File: src/rtl/softmax_pkg.sv
// Shared definitions for the softmax normalisation controller: default word
// format, FSM state encoding and signed saturation limits.
package softmax_pkg;

  localparam int DEF_WIDTH = 32;
  localparam int DEF_Q     = 26;
  localparam int DEF_N     = 8;

  typedef enum logic [2:0] {
    ST_IDLE,
    ST_LOAD,
    ST_REQ,
    ST_WAIT,
    ST_EMIT
  } state_t;

  // Largest / smallest signed value of a w-bit word (w up to 64).
  function automatic logic signed [63:0] sat_max(input int w);
    return (64'sd1 <<< (w - 1)) - 64'sd1;
  endfunction

  function automatic logic signed [63:0] sat_min(input int w);
    return -(64'sd1 <<< (w - 1));
  endfunction

  // Limits for the default word width.
  localparam logic signed [DEF_WIDTH-1:0] SAT_MAX = 32'sh7FFF_FFFF;
  localparam logic signed [DEF_WIDTH-1:0] SAT_MIN = 32'sh8000_0000;

endpackage

File: src/rtl/softmax_norm_ctrl_if.sv
// Stream and reciprocal-unit signals of the softmax normalisation controller.
// master = controller side, slave = environment side (source, sink, divider).
interface softmax_norm_ctrl_if import softmax_pkg::*; #(
  parameter int WIDTH = DEF_WIDTH
) ();

  logic                    in_valid;
  logic                    in_ready;
  logic signed [WIDTH-1:0] in_data;
  logic                    in_last;

  logic                    recip_start;
  logic signed [WIDTH-1:0] recip_a_q;
  logic                    recip_busy;
  logic                    recip_done;
  logic signed [WIDTH-1:0] recip_y_q;

  logic                    out_valid;
  logic                    out_ready;
  logic signed [WIDTH-1:0] out_data;
  logic                    out_last;

  modport master (
    input  in_valid, in_data, in_last, recip_busy, recip_done, recip_y_q, out_ready,
    output in_ready, recip_start, recip_a_q, out_valid, out_data, out_last
  );

  modport slave (
    output in_valid, in_data, in_last, recip_busy, recip_done, recip_y_q, out_ready,
    input  in_ready, recip_start, recip_a_q, out_valid, out_data, out_last
  );

endinterface

File: src/rtl/sat_mul_q.sv
// Combinational Q-format multiply: full-width signed product, arithmetic
// shift right by Q, saturation back to a signed WIDTH-bit word.
module sat_mul_q import softmax_pkg::*; #(
  parameter int WIDTH = DEF_WIDTH,
  parameter int Q     = DEF_Q
) (
  input  logic signed [WIDTH-1:0] a_i,
  input  logic signed [WIDTH-1:0] b_i,
  output logic signed [WIDTH-1:0] y_o
);

  localparam logic signed [WIDTH-1:0] Y_MAX = WIDTH'(sat_max(WIDTH));
  localparam logic signed [WIDTH-1:0] Y_MIN = WIDTH'(sat_min(WIDTH));

  logic signed [2*WIDTH-1:0] a_ext;
  logic signed [2*WIDTH-1:0] b_ext;
  logic signed [2*WIDTH-1:0] prod;
  logic signed [2*WIDTH-1:0] shifted;
  logic                      ovf;

  assign a_ext   = a_i;
  assign b_ext   = b_i;
  assign prod    = a_ext * b_ext;
  assign shifted = prod >>> Q;
  // The result fits only if every bit above the WIDTH-bit sign equals it.
  assign ovf     = shifted[2*WIDTH-1:WIDTH-1] != {(WIDTH+1){shifted[WIDTH-1]}};
  assign y_o     = !ovf ? shifted[WIDTH-1:0] : (shifted[2*WIDTH-1] ? Y_MIN : Y_MAX);

endmodule

File: src/rtl/softmax_norm_ctrl.sv
// Softmax normalisation controller: buffers a vector of exp values, sums them
// with saturation, obtains 1/sum from an external reciprocal unit and streams
// out each element multiplied by that reciprocal.
// Optional: define SOFTMAX_NORM_TIMEOUT_EN to add a 512-cycle watchdog on WAIT.
module softmax_norm_ctrl import softmax_pkg::*; #(
  parameter int WIDTH = DEF_WIDTH,
  parameter int Q     = DEF_Q,
  parameter int N     = DEF_N
) (
  input  logic                clk,
  input  logic                rst,
  softmax_norm_ctrl_if.master bus,
  output logic                busy,
  output logic                div_zero,
  output logic                sat,
  output logic                err_len,
  output logic                err_timeout
);

  localparam int AW = $clog2(N);
  localparam int CW = $clog2(N + 1);
  localparam logic signed [WIDTH-1:0] SUM_MAX = WIDTH'(sat_max(WIDTH));
  localparam logic signed [WIDTH-1:0] SUM_MIN = WIDTH'(sat_min(WIDTH));

  state_t                  state_q, state_d;
  logic [CW-1:0]           count_q, count_d;
  logic [CW-1:0]           idx_q, idx_d;
  logic signed [WIDTH-1:0] sum_q, sum_d;
  logic signed [WIDTH-1:0] recip_q, recip_d;
  logic signed [WIDTH-1:0] out_data_q, out_data_d;
  logic                    out_valid_q, out_valid_d;
  logic                    out_last_q, out_last_d;
  logic                    sat_q, sat_d;
  logic                    div_zero_q, div_zero_d;
  logic                    err_len_q, err_len_d;
`ifdef SOFTMAX_NORM_TIMEOUT_EN
  logic [9:0]              wd_q, wd_d;
  logic                    err_timeout_q, err_timeout_d;
`endif

  logic signed [WIDTH-1:0] buffer [N];
  logic                    buf_we;
  logic                    accept;
  logic [WIDTH:0]          sum_wide;
  logic                    sum_ovf;
  logic signed [WIDTH-1:0] sum_sat;
  logic signed [WIDTH-1:0] prod_sat;

  assign accept   = bus.in_valid && bus.in_ready;
  assign sum_wide = {sum_q[WIDTH-1], sum_q} + {bus.in_data[WIDTH-1], bus.in_data};
  assign sum_ovf  = sum_wide[WIDTH] != sum_wide[WIDTH-1];
  assign sum_sat  = !sum_ovf ? sum_wide[WIDTH-1:0] : (sum_wide[WIDTH] ? SUM_MIN : SUM_MAX);

  sat_mul_q #(.WIDTH(WIDTH), .Q(Q)) u_mul (
    .a_i (buffer[idx_q[AW-1:0]]),
    .b_i (recip_q),
    .y_o (prod_sat)
  );

  // Next-state and datapath decode for the whole controller.
  always_comb begin
    // NOTE: every variable gets a default before the case so no path leaves
    // one unassigned, which would otherwise infer a latch.
    state_d         = state_q;
    count_d         = count_q;
    idx_d           = idx_q;
    sum_d           = sum_q;
    recip_d         = recip_q;
    out_data_d      = out_data_q;
    out_valid_d     = out_valid_q;
    out_last_d      = out_last_q;
    sat_d           = 1'b0;
    div_zero_d      = 1'b0;
    err_len_d       = 1'b0;
    buf_we          = 1'b0;
    bus.recip_start = 1'b0;
`ifdef SOFTMAX_NORM_TIMEOUT_EN
    wd_d            = wd_q;
    err_timeout_d   = 1'b0;
`endif
    unique case (state_q)
      ST_IDLE, ST_LOAD: begin
        if (accept) begin
          buf_we  = 1'b1;
          count_d = count_q + CW'(1);
          sum_d   = sum_sat;
          sat_d   = sum_ovf;
          state_d = ST_LOAD;
          if (bus.in_last || count_q == CW'(N - 1)) begin
            err_len_d = !bus.in_last;
            if (sum_sat == '0) begin
              div_zero_d = 1'b1;
              recip_d    = '0;
              idx_d      = '0;
              state_d    = ST_EMIT;
            end else begin
              state_d = ST_REQ;
            end
          end
        end
      end
      ST_REQ: begin
        if (!bus.recip_busy) begin
          bus.recip_start = 1'b1;
          state_d         = ST_WAIT;
`ifdef SOFTMAX_NORM_TIMEOUT_EN
          wd_d            = '0;
`endif
        end
      end
      ST_WAIT: begin
        if (bus.recip_done) begin
          recip_d = bus.recip_y_q;
          idx_d   = '0;
          state_d = ST_EMIT;
        end
`ifdef SOFTMAX_NORM_TIMEOUT_EN
        else if (wd_q == 10'd511) begin
          err_timeout_d = 1'b1;
          count_d       = '0;
          sum_d         = '0;
          state_d       = ST_IDLE;
        end else begin
          wd_d = wd_q + 10'd1;
        end
`endif
      end
      ST_EMIT: begin
        if (out_valid_q && bus.out_ready && out_last_q) begin
          out_valid_d = 1'b0;
          out_last_d  = 1'b0;
          count_d     = '0;
          sum_d       = '0;
          idx_d       = '0;
          state_d     = ST_IDLE;
        end else if (!out_valid_q || bus.out_ready) begin
          out_valid_d = 1'b1;
          out_data_d  = prod_sat;
          out_last_d  = (idx_q == count_q - CW'(1));
          idx_d       = idx_q + CW'(1);
        end
      end
      default: state_d = ST_IDLE;
    endcase
  end

  // State and control registers with asynchronous reset.
  always_ff @(posedge clk or posedge rst) begin
    // NOTE: sequential state uses non-blocking assignments so every register
    // samples pre-edge values; the combinational block above uses blocking.
    if (rst) begin
      state_q       <= ST_IDLE;
      count_q       <= '0;
      idx_q         <= '0;
      sum_q         <= '0;
      recip_q       <= '0;
      out_data_q    <= '0;
      out_valid_q   <= 1'b0;
      out_last_q    <= 1'b0;
      sat_q         <= 1'b0;
      div_zero_q    <= 1'b0;
      err_len_q     <= 1'b0;
`ifdef SOFTMAX_NORM_TIMEOUT_EN
      wd_q          <= '0;
      err_timeout_q <= 1'b0;
`endif
    end else begin
      state_q       <= state_d;
      count_q       <= count_d;
      idx_q         <= idx_d;
      sum_q         <= sum_d;
      recip_q       <= recip_d;
      out_data_q    <= out_data_d;
      out_valid_q   <= out_valid_d;
      out_last_q    <= out_last_d;
      sat_q         <= sat_d;
      div_zero_q    <= div_zero_d;
      err_len_q     <= err_len_d;
`ifdef SOFTMAX_NORM_TIMEOUT_EN
      wd_q          <= wd_d;
      err_timeout_q <= err_timeout_d;
`endif
    end
  end

  // Element buffer write on each accepted beat.
  always_ff @(posedge clk) begin
    // NOTE: the buffer has no reset; count_q gates which entries are ever read.
    if (buf_we) buffer[count_q[AW-1:0]] <= bus.in_data;
  end

  assign bus.in_ready  = !rst && (state_q == ST_IDLE || state_q == ST_LOAD);
  assign bus.recip_a_q = sum_q;
  assign bus.out_valid = out_valid_q;
  assign bus.out_data  = out_data_q;
  assign bus.out_last  = out_last_q;
  assign busy          = state_q != ST_IDLE;
  assign sat           = sat_q;
  assign div_zero      = div_zero_q;
  assign err_len       = err_len_q;
`ifdef SOFTMAX_NORM_TIMEOUT_EN
  assign err_timeout   = err_timeout_q;
`else
  assign err_timeout   = 1'b0;
`endif

endmodule
File: src/flat_wrapper.sv
// flat-port wrapper written by rule: the top's interface ports become plain ports
module softmax_norm_ctrl_flat import softmax_pkg::*;
#(
  parameter int WIDTH = DEF_WIDTH,
  parameter int Q     = DEF_Q,
  parameter int N     = DEF_N
)
  (clk, rst, busy, div_zero, sat, err_len, err_timeout, bus_in_valid, bus_in_data, bus_in_last, bus_recip_busy, bus_recip_done, bus_recip_y_q, bus_out_ready, bus_in_ready, bus_recip_start, bus_recip_a_q, bus_out_valid, bus_out_data, bus_out_last);
  softmax_norm_ctrl_if #(.WIDTH(WIDTH)) bus_i ();
  input  logic clk;
  input  logic rst;
  output logic busy;
  output logic div_zero;
  output logic sat;
  output logic err_len;
  output logic err_timeout;
  input wire logic [$bits(bus_i.in_valid)-1:0] bus_in_valid;
  input wire logic [$bits(bus_i.in_data)-1:0] bus_in_data;
  input wire logic [$bits(bus_i.in_last)-1:0] bus_in_last;
  input wire logic [$bits(bus_i.recip_busy)-1:0] bus_recip_busy;
  input wire logic [$bits(bus_i.recip_done)-1:0] bus_recip_done;
  input wire logic [$bits(bus_i.recip_y_q)-1:0] bus_recip_y_q;
  input wire logic [$bits(bus_i.out_ready)-1:0] bus_out_ready;
  output wire logic [$bits(bus_i.in_ready)-1:0] bus_in_ready;
  output wire logic [$bits(bus_i.recip_start)-1:0] bus_recip_start;
  output wire logic [$bits(bus_i.recip_a_q)-1:0] bus_recip_a_q;
  output wire logic [$bits(bus_i.out_valid)-1:0] bus_out_valid;
  output wire logic [$bits(bus_i.out_data)-1:0] bus_out_data;
  output wire logic [$bits(bus_i.out_last)-1:0] bus_out_last;
  assign bus_i.in_valid = bus_in_valid;
  assign bus_i.in_data = bus_in_data;
  assign bus_i.in_last = bus_in_last;
  assign bus_i.recip_busy = bus_recip_busy;
  assign bus_i.recip_done = bus_recip_done;
  assign bus_i.recip_y_q = bus_recip_y_q;
  assign bus_i.out_ready = bus_out_ready;
  assign bus_in_ready = bus_i.in_ready;
  assign bus_recip_start = bus_i.recip_start;
  assign bus_recip_a_q = bus_i.recip_a_q;
  assign bus_out_valid = bus_i.out_valid;
  assign bus_out_data = bus_i.out_data;
  assign bus_out_last = bus_i.out_last;
  softmax_norm_ctrl #(.WIDTH(WIDTH), .Q(Q), .N(N)) u_core (.clk(clk), .rst(rst), .bus(bus_i), .busy(busy), .div_zero(div_zero), .sat(sat), .err_len(err_len), .err_timeout(err_timeout));
endmodule
File: config.mk
export PLATFORM = sky130hd
export DESIGN_NAME = softmax_norm_ctrl_flat
export DESIGN_NICKNAME = d
export VERILOG_FILES = /design/src/rtl/softmax_pkg.sv /design/src/rtl/softmax_norm_ctrl_if.sv /design/src/rtl/sat_mul_q.sv /design/src/rtl/softmax_norm_ctrl.sv /design/src/flat_wrapper.sv
export SDC_FILE = /design/constraint.sdc
export NUM_CORES = 2
export LEC_CHECK = 0
export BUFFER_PORTS_ARGS = -buffer_cell sky130_fd_sc_hd__buf_2
export CAP_MARGIN = 20
export CORE_UTILIZATION = 25
export CTS_CLUSTER_SIZE = 40
export DETAILED_ROUTE_END_ITERATION = 16
export PLACE_DENSITY = 0.37
export SYNTH_ARGS = -nofsm -noshare
export SYNTH_HDL_FRONTEND = slang
export SYNTH_HIERARCHICAL = 1
export SYNTH_SLANG_ARGS = --single-unit
File: constraint.sdc
create_clock -name clk -period 10.6 [get_ports clk]
set_input_delay 1.06 -clock clk [delete_from_list [all_inputs] [get_ports clk]]
set_output_delay 1.06 -clock clk [all_outputs]
set_load 0.005 [all_outputs]
# Word level (Yosys, flattened, before mapping)
# Memories as Yosys holds them, arrays and structs flattened.
# Index checks and enable logic that the tools add are counted.
# Widths: inputs -> output; s select.
# op_classes
n_bitwise	1
multipliers	1
add_sub_neg	4
n_reduce_logical	24
muxes	48
eq_ne	15
# ops
operator	count
$mux 32	10
$pmux 32 s2	2
$mul 32x32->64	1
$add 32x32->33	1
$logic_not 32->1	1
$mux 4	8
$ne 32x32->1	1
$mux 1	19
$mux 3	6
$pmux 3 s4	1
$pmux 4 s3	1
$add 4x1->4 const B	2
$ne 2x1->1 const B	4
$pmux 4 s2	1
$eq 3x2->1 const B	2
$reduce_and 3->1	2
$reduce_and 6->1	1
$reduce_bool 2->1	3
$reduce_bool 3->1	2
$reduce_and 5->1	1
$eq 4x3->1 const B	1
$eq 4x4->1	1
$logic_and 1x1->1	4
$ne 2x2->1 const B	2
other kinds (12)	16
# word_totals
n_memories	1
regBits	112
wordCells	105
output_inout_bits	73
ram_bits	256
inputBits	71
# memory_table
memory	depth	word_bits	read_ports	rd_ports_with_merged_regs	write_ports	line_no	source
u_core.buffer	8	32	1	0	1	softmax_norm_ctrl.sv:41	logic signed [WIDTH-1:0] buffer [N];

# Depth between registers and ports, before layout
# depth
word_depth	8
depth_mapped	37
depth_no_buf	33

# Modules after synthesis
# Netlist, hierarchy kept.
# by_module_without_submodules
module	cells_per_inst	area_each_um2	n_inst	seq_area_each_um2
sat_mul_q	3919	36204.7	1	0.0
softmax_norm_ctrl	1255	16752.3	1	10490.1

# Least setup slack after synthesis
# Ideal clock, no wire load.
# synth_path
path_type	register to register
startpoint	register u_core.idx_q[0]
endpoint	register u_core.out_data_q[25], in the netlist u_core/bus.out_data[25]
arrival_ps	10056
path_buffers	5
period_less_slack_ps	10181
path_slack_ps	419
stages_incl_launch_ff	36
setup_time_ps	125
path_cell_list	dfrtp_1 clkbuf_1 clkbuf_1 mux4_2 nand2_1 nand2_1 clkbuf_1 nand2_1 inv_1 fa_1 fa_1 fa_1 inv_1 fa_1 inv_1 fa_1 fa_1 inv_1 fa_1 inv_1 fa_1 ha_1 buf_2 a21oi_1 o21ai_1 a21o_1 a21o_1 a21o_1 and2_1 o31a_1 or4_4 mux2i_4 a21o_2 buf_4 o21ai_1 mux2_2
# synth_between
elab_chain_len	4
word_cells_on_any_way	5
# synth_lines
item	line_no	source
start, declared	softmax_norm_ctrl.sv:27	logic [CW-1:0] idx_q, idx_d;
start signal, assigned	softmax_norm_ctrl.sv:170	idx_q <= idx_d;
$mem_v2 8x32 *	--	
$mul 32x32->64 *	sat_mul_q.sv:23	assign prod = a_ext * b_ext;
$ne 32x32->1 / $mux 32 (equally long branches)	sat_mul_q.sv:26, sat_mul_q.sv:27	
$mux 32 *	sat_mul_q.sv:27	assign y_o = !ovf ? shifted[WIDTH-1:0] : (shifted[2*WIDTH-1] ? Y_MIN : Y_MAX);
net u_core.prod_sat[25]	softmax_norm_ctrl.sv:47	logic signed [WIDTH-1:0] prod_sat;
end signal, assigned	softmax_norm_ctrl.sv:173	out_data_q <= out_data_d;
end, declared	softmax_norm_ctrl.sv:30	logic signed [WIDTH-1:0] out_data_q, out_data_d;
# The timed path passes the listed nets; every way through them passes the cells marked *.
# A chain may end at the register's enable or synchronous reset.

# Final worst setup path
# layout_path
startpoint	register u_core.idx_q[0]
endpoint	register u_core.out_data_q[27], in the netlist u_core/bus.out_data[27]
# Same word-level chain as after synthesis.

==> results <==
- The number of violations reported at the end of detailed-routing iteration 0 is between 2k and 2.5k.
- The maximum root-to-sink buffer count is 3.
- In the routed design, unresolved DRC markers number 0.
- The non-filler instance count after layout is a little over 8k.
- The floorplan has between 150 and 200 rows.
- The clock net in this run drives a total of 368 sinks.
- The final layout contains routed wiring with a total length of 188200 µm.
- The die extent in y is 462.2 µm.
- The critical path is of the reg2reg type.
- The fraction of registers with async set or reset after synthesis is 0.3043.
- The number of enable-type register cells in the synthesized netlist is around 260.
- The worst-case headroom to the max-slew limit is 0.3077.
- The slew at the pin closest to its max-slew limit is a little over 1 ns.
- The number of hold-slack violations in the final timing report was 0.
- The congestion estimate from routability-driven global placement came to 0.8542.
- The worst setup path is launched from a register.
- The die span in x is 462.2 µm.
- The clock tree from TritonCTS is built.
- The critical path starts at u_core/idx_q[0]$_DFFE_PP0P_.
- The worst-case reg-to-reg path depth is 35.
- Sorting the synthesized cells by area gives the leading types as fa_1 41%, edfxtp_1 15%, inv_1 6.9%, and2_1 5.8%, nand2_1 5.3%.
- Counting the buffers created by CTS gives 44.
- The flow ran to the end, and the final reports show no timing, DRC or antenna violations.
- The cell that appears most often on the critical path is fa_1.
- The synthesized area per cell is 10.24 µm².
- The hold path endpoint is u_core/bus.out_data[25]$_DFFE_PP0P_.
- The setup total negative slack is 0 ns.
- The number of buffers inserted by port buffering is 142.
- The final route contains 36.60k vias.
- The data arrival time at the worst-slack endpoint is 10.70 ns.
- The worst reg2reg path startpoint is u_core/idx_q[0]$_DFFE_PP0P_.
- The most used flip-flop cell after synthesis is edfxtp_1.
- The worst slack at placement is -0.1943 ns.
- The via count of the first global-routing pass is 40.58k.
- Pin placement for this block handled 144 I/O pins.
- The finished cells cover 59540 µm².
- Hold repair after CTS inserted 0 buffers.
- The initial cell density of the core is 0.2522.
- The area enclosed by the die boundary is between 200000 and 250000 µm².
- The final-stage net count is 6636.
- The path class of the tightest hold or removal check is reg2reg.
- The number of max-slew violations in the final report is 0.
- The clock skew is ~0.042 ns.
- The first TritonRoute pass finished after 6 iterations.
- The number of setup violations in the final report is 0.
- The worst-path cell with the longest stage delay is o21ai_0.
- In the final routed layout, each cell accounts on average for 23.18 µm.
- After detailed placement, the design holds a cell count of ~8k.
- In the final layout, the share of cells above drive strength 1 is 0.1054.
- The count of yosys warnings during synthesis is 6.
- The end of the worst register-to-register path is u_core/bus.out_data[27]$_DFFE_PP0P_.
- The share of synthesized area in the top cell type comes to 0.4090.
- Timing would allow up to 97.79 MHz.
- The placed cell area is a little under 60000 µm².
- The latest clock arrival within the worst-skew pair is 0.63 ns.
- Summed over all layers, the global routing overflow is 0.
- The cell sitting at the root of the clock tree is a clkbuf_16.
- The total core area is 210000 µm².
- The pin count of the biggest net entering global routing is 65.
- The number of instances on the worst hold path is 1.
- The H-tree was split into 2 levels.
- Of all cell types, the one taking the most synthesized area is fa_1.
- The first global-routing pass estimated 281600 µm of wire.
- The post-synth design cell area is 52960 µm².
- The total global-route track usage is 0.1802.
- The tool flagged a number of max-cap violations equal to 0.
- The post-route worst setup slack is 0.3744 ns.
- The share of the clock period used by the worst path after layout is 0.9647.
- The launch instance of the worst min-delay path is u_core/bus.out_data[25]$_DFFE_PP0P_.
- The synthesized design contains between 300 and 400 register bits.
- Sorting the synthesized cells by how often they occur yields 1082 x fa_1, 969 x inv_1, 754 x nand2_1, 494 x and2_1, 256 x edfxtp_1.
- Synthesis produced a netlist whose cell count is around 5.2k.
- The number of antenna violations at the first check in global routing is 10.
- The clock-pin slew on the worst setup and hold paths is 0.06 ns.
- The final period demand of the worst path is 10.23 ns.
- The ratio of routed vias to standard cells is between 4 and 5.
- Data on the critical path is required at its endpoint by around 11 ns.
- Detailed placement ended at an HPWL of 151000 µm.
- In this run, distinct cell masters in the synthesized netlist total 86.
- The post-synth net total is 6542.
- Of the synthesized area, sequential elements account for 0.1981.
- The most used standard cell by instance count after synthesis is fa_1.
- The growth of design area from synthesis to finish is 12.43%.
- The maximum fanout encountered on the critical timing path is 15.
- The worst setup path is captured at a register.
- The setup slack of the most critical reg-to-reg path is 0.37 ns.
- In this design, the stage delay of the slowest critical-path cell is about 0.63 ns.
- The count of nets left with antenna violations once routing finished came out at 0.
## how the worst max path moves through the flow
stage / end / slack (ns) / cells past startpoint
after floorplan: u_core/bus.out_data[25]$_DFFE_PP0P_ / 0.42 / 35
after global placement: u_core/bus.out_data[30]$_DFFE_PP0P_ / -0.26 / 31
after detailed placement: u_core/bus.out_data[30]$_DFFE_PP0P_ / -0.19 / 31
after CTS: u_core/bus.out_data[30]$_DFFE_PP0P_ / 0.0008 / 30
after global routing: u_core/bus.out_data[5]$_DFFE_PP0P_ / -0.004 / 34
final: u_core/bus.out_data[27]$_DFFE_PP0P_ / 0.37 / 35
## kinds of logic after synthesis
kind of cell | after synthesis | share of synthesized area
AND/OR/NAND/NOR | 1597 | 0.1459
adder cells (fa/ha/maj) | 1297 | 0.4598
buffers and inverters | 1259 | 0.09058
AO/OA/AOI/OAI | 475 | 0.05770
flip-flops | 368 | 0.1981
multiplexers | 102 | 0.03539
XOR/XNOR | 75 | 0.01240
other | 1 | 0.00007081
## sequential cells by signal, summed over array words and instances, names as in the netlist, 3 cells and up
| register | flops |
|---|---|
| u_core/count_q | 4 |
| u_core/bus.out_data | 32 |
| u_core/idx_q | 4 |
| u_core/state_q | 3 |
| u_core/recip_q | 32 |
| u_core/buffer | 256 |
| u_core/bus.recip_a_q | 32 |
## critical path: cells and delay by family (launching register included)
family / cells / cell delay, ns
AO/OA/AOI/OAI: 6 / 1.57
adder cells (fa/ha/maj): 9 / 4.25
buffers and inverters: 10 / 1.26
flip-flops: 1 / 0.50
multiplexers: 3 / 0.96
AND/OR/NAND/NOR: 7 / 1.48
## cells in the final DEF, fill, tap and decap left out, types with 17 or more instances in the layout
cell / synthesis / final
a21o_1: 43 / 43
a21oi_1: 149 / 148
and2_1: 494 / 493
and3_1: 17 / 17
buf_12: 0 / 23
buf_2: 17 / 142
buf_4: 7 / 168
clkbuf_16: 0 / 45
dfrtp_1: 112 / 101
edfxtp_1: 256 / 256
fa_1: 1082 / 1080
ha_1: 215 / 213
inv_1: 969 / 967
mux2_2: 32 / 32
mux4_2: 64 / 64
nand2_1: 754 / 749
nand2b_1: 20 / 20
nand3_1: 33 / 33
nand4_1: 29 / 29
nor2_1: 131 / 127
nor3_1: 62 / 57
o21ai_0: 68 / 68
o21ai_1: 46 / 46
xnor2_1: 53 / 53
xor2_1: 22 / 21
## timing repair
item	CTS	global route
buffers inserted	0	1
endpoints found under the setup margin	31	31
gates resized for setup	6	12
cloned	0	1
## per-layer routing
layer,GRT usage,part of all wire,vias up
met3,0.02395,0.048,82
met1,0.2615,0.48,19580
met2,0.2904,0.46,740
met4,0.02499,0.012,2
met5,0,0.000069,-
li1,-,-,16190
## stage by stage
step / util / hold WS (ns)
after detailed placement: 0.2756 / 0.4978
after global routing: 0.2834 / 0.5153
after CTS: 0.2829 / 0.5135
final: 0.2835 / 0.5126
after global placement: 0.2755 / 0.4886
after floorplan: - / 0.4822
## final cells by class
| cell class | count | area [µm²] |
|---|---|---|
| multi-input cells | 3547 | 37810 |
| fillers | 22120 | 150500 |
| clock inverters | 31 | 394.1 |
| flip-flops and latches | 368 | 10510 |
| inverters | 970 | 3650 |
| clock buffers | 49 | 1120 |
| well taps | 2805 | 3510 |
| repair buffers | 337 | 2524 |
| diodes | 11 | 27.53 |
Power is left out: the tool's default activity adds up to more than one toggle a clock period on the data nets, which glitch-free logic cannot reach.
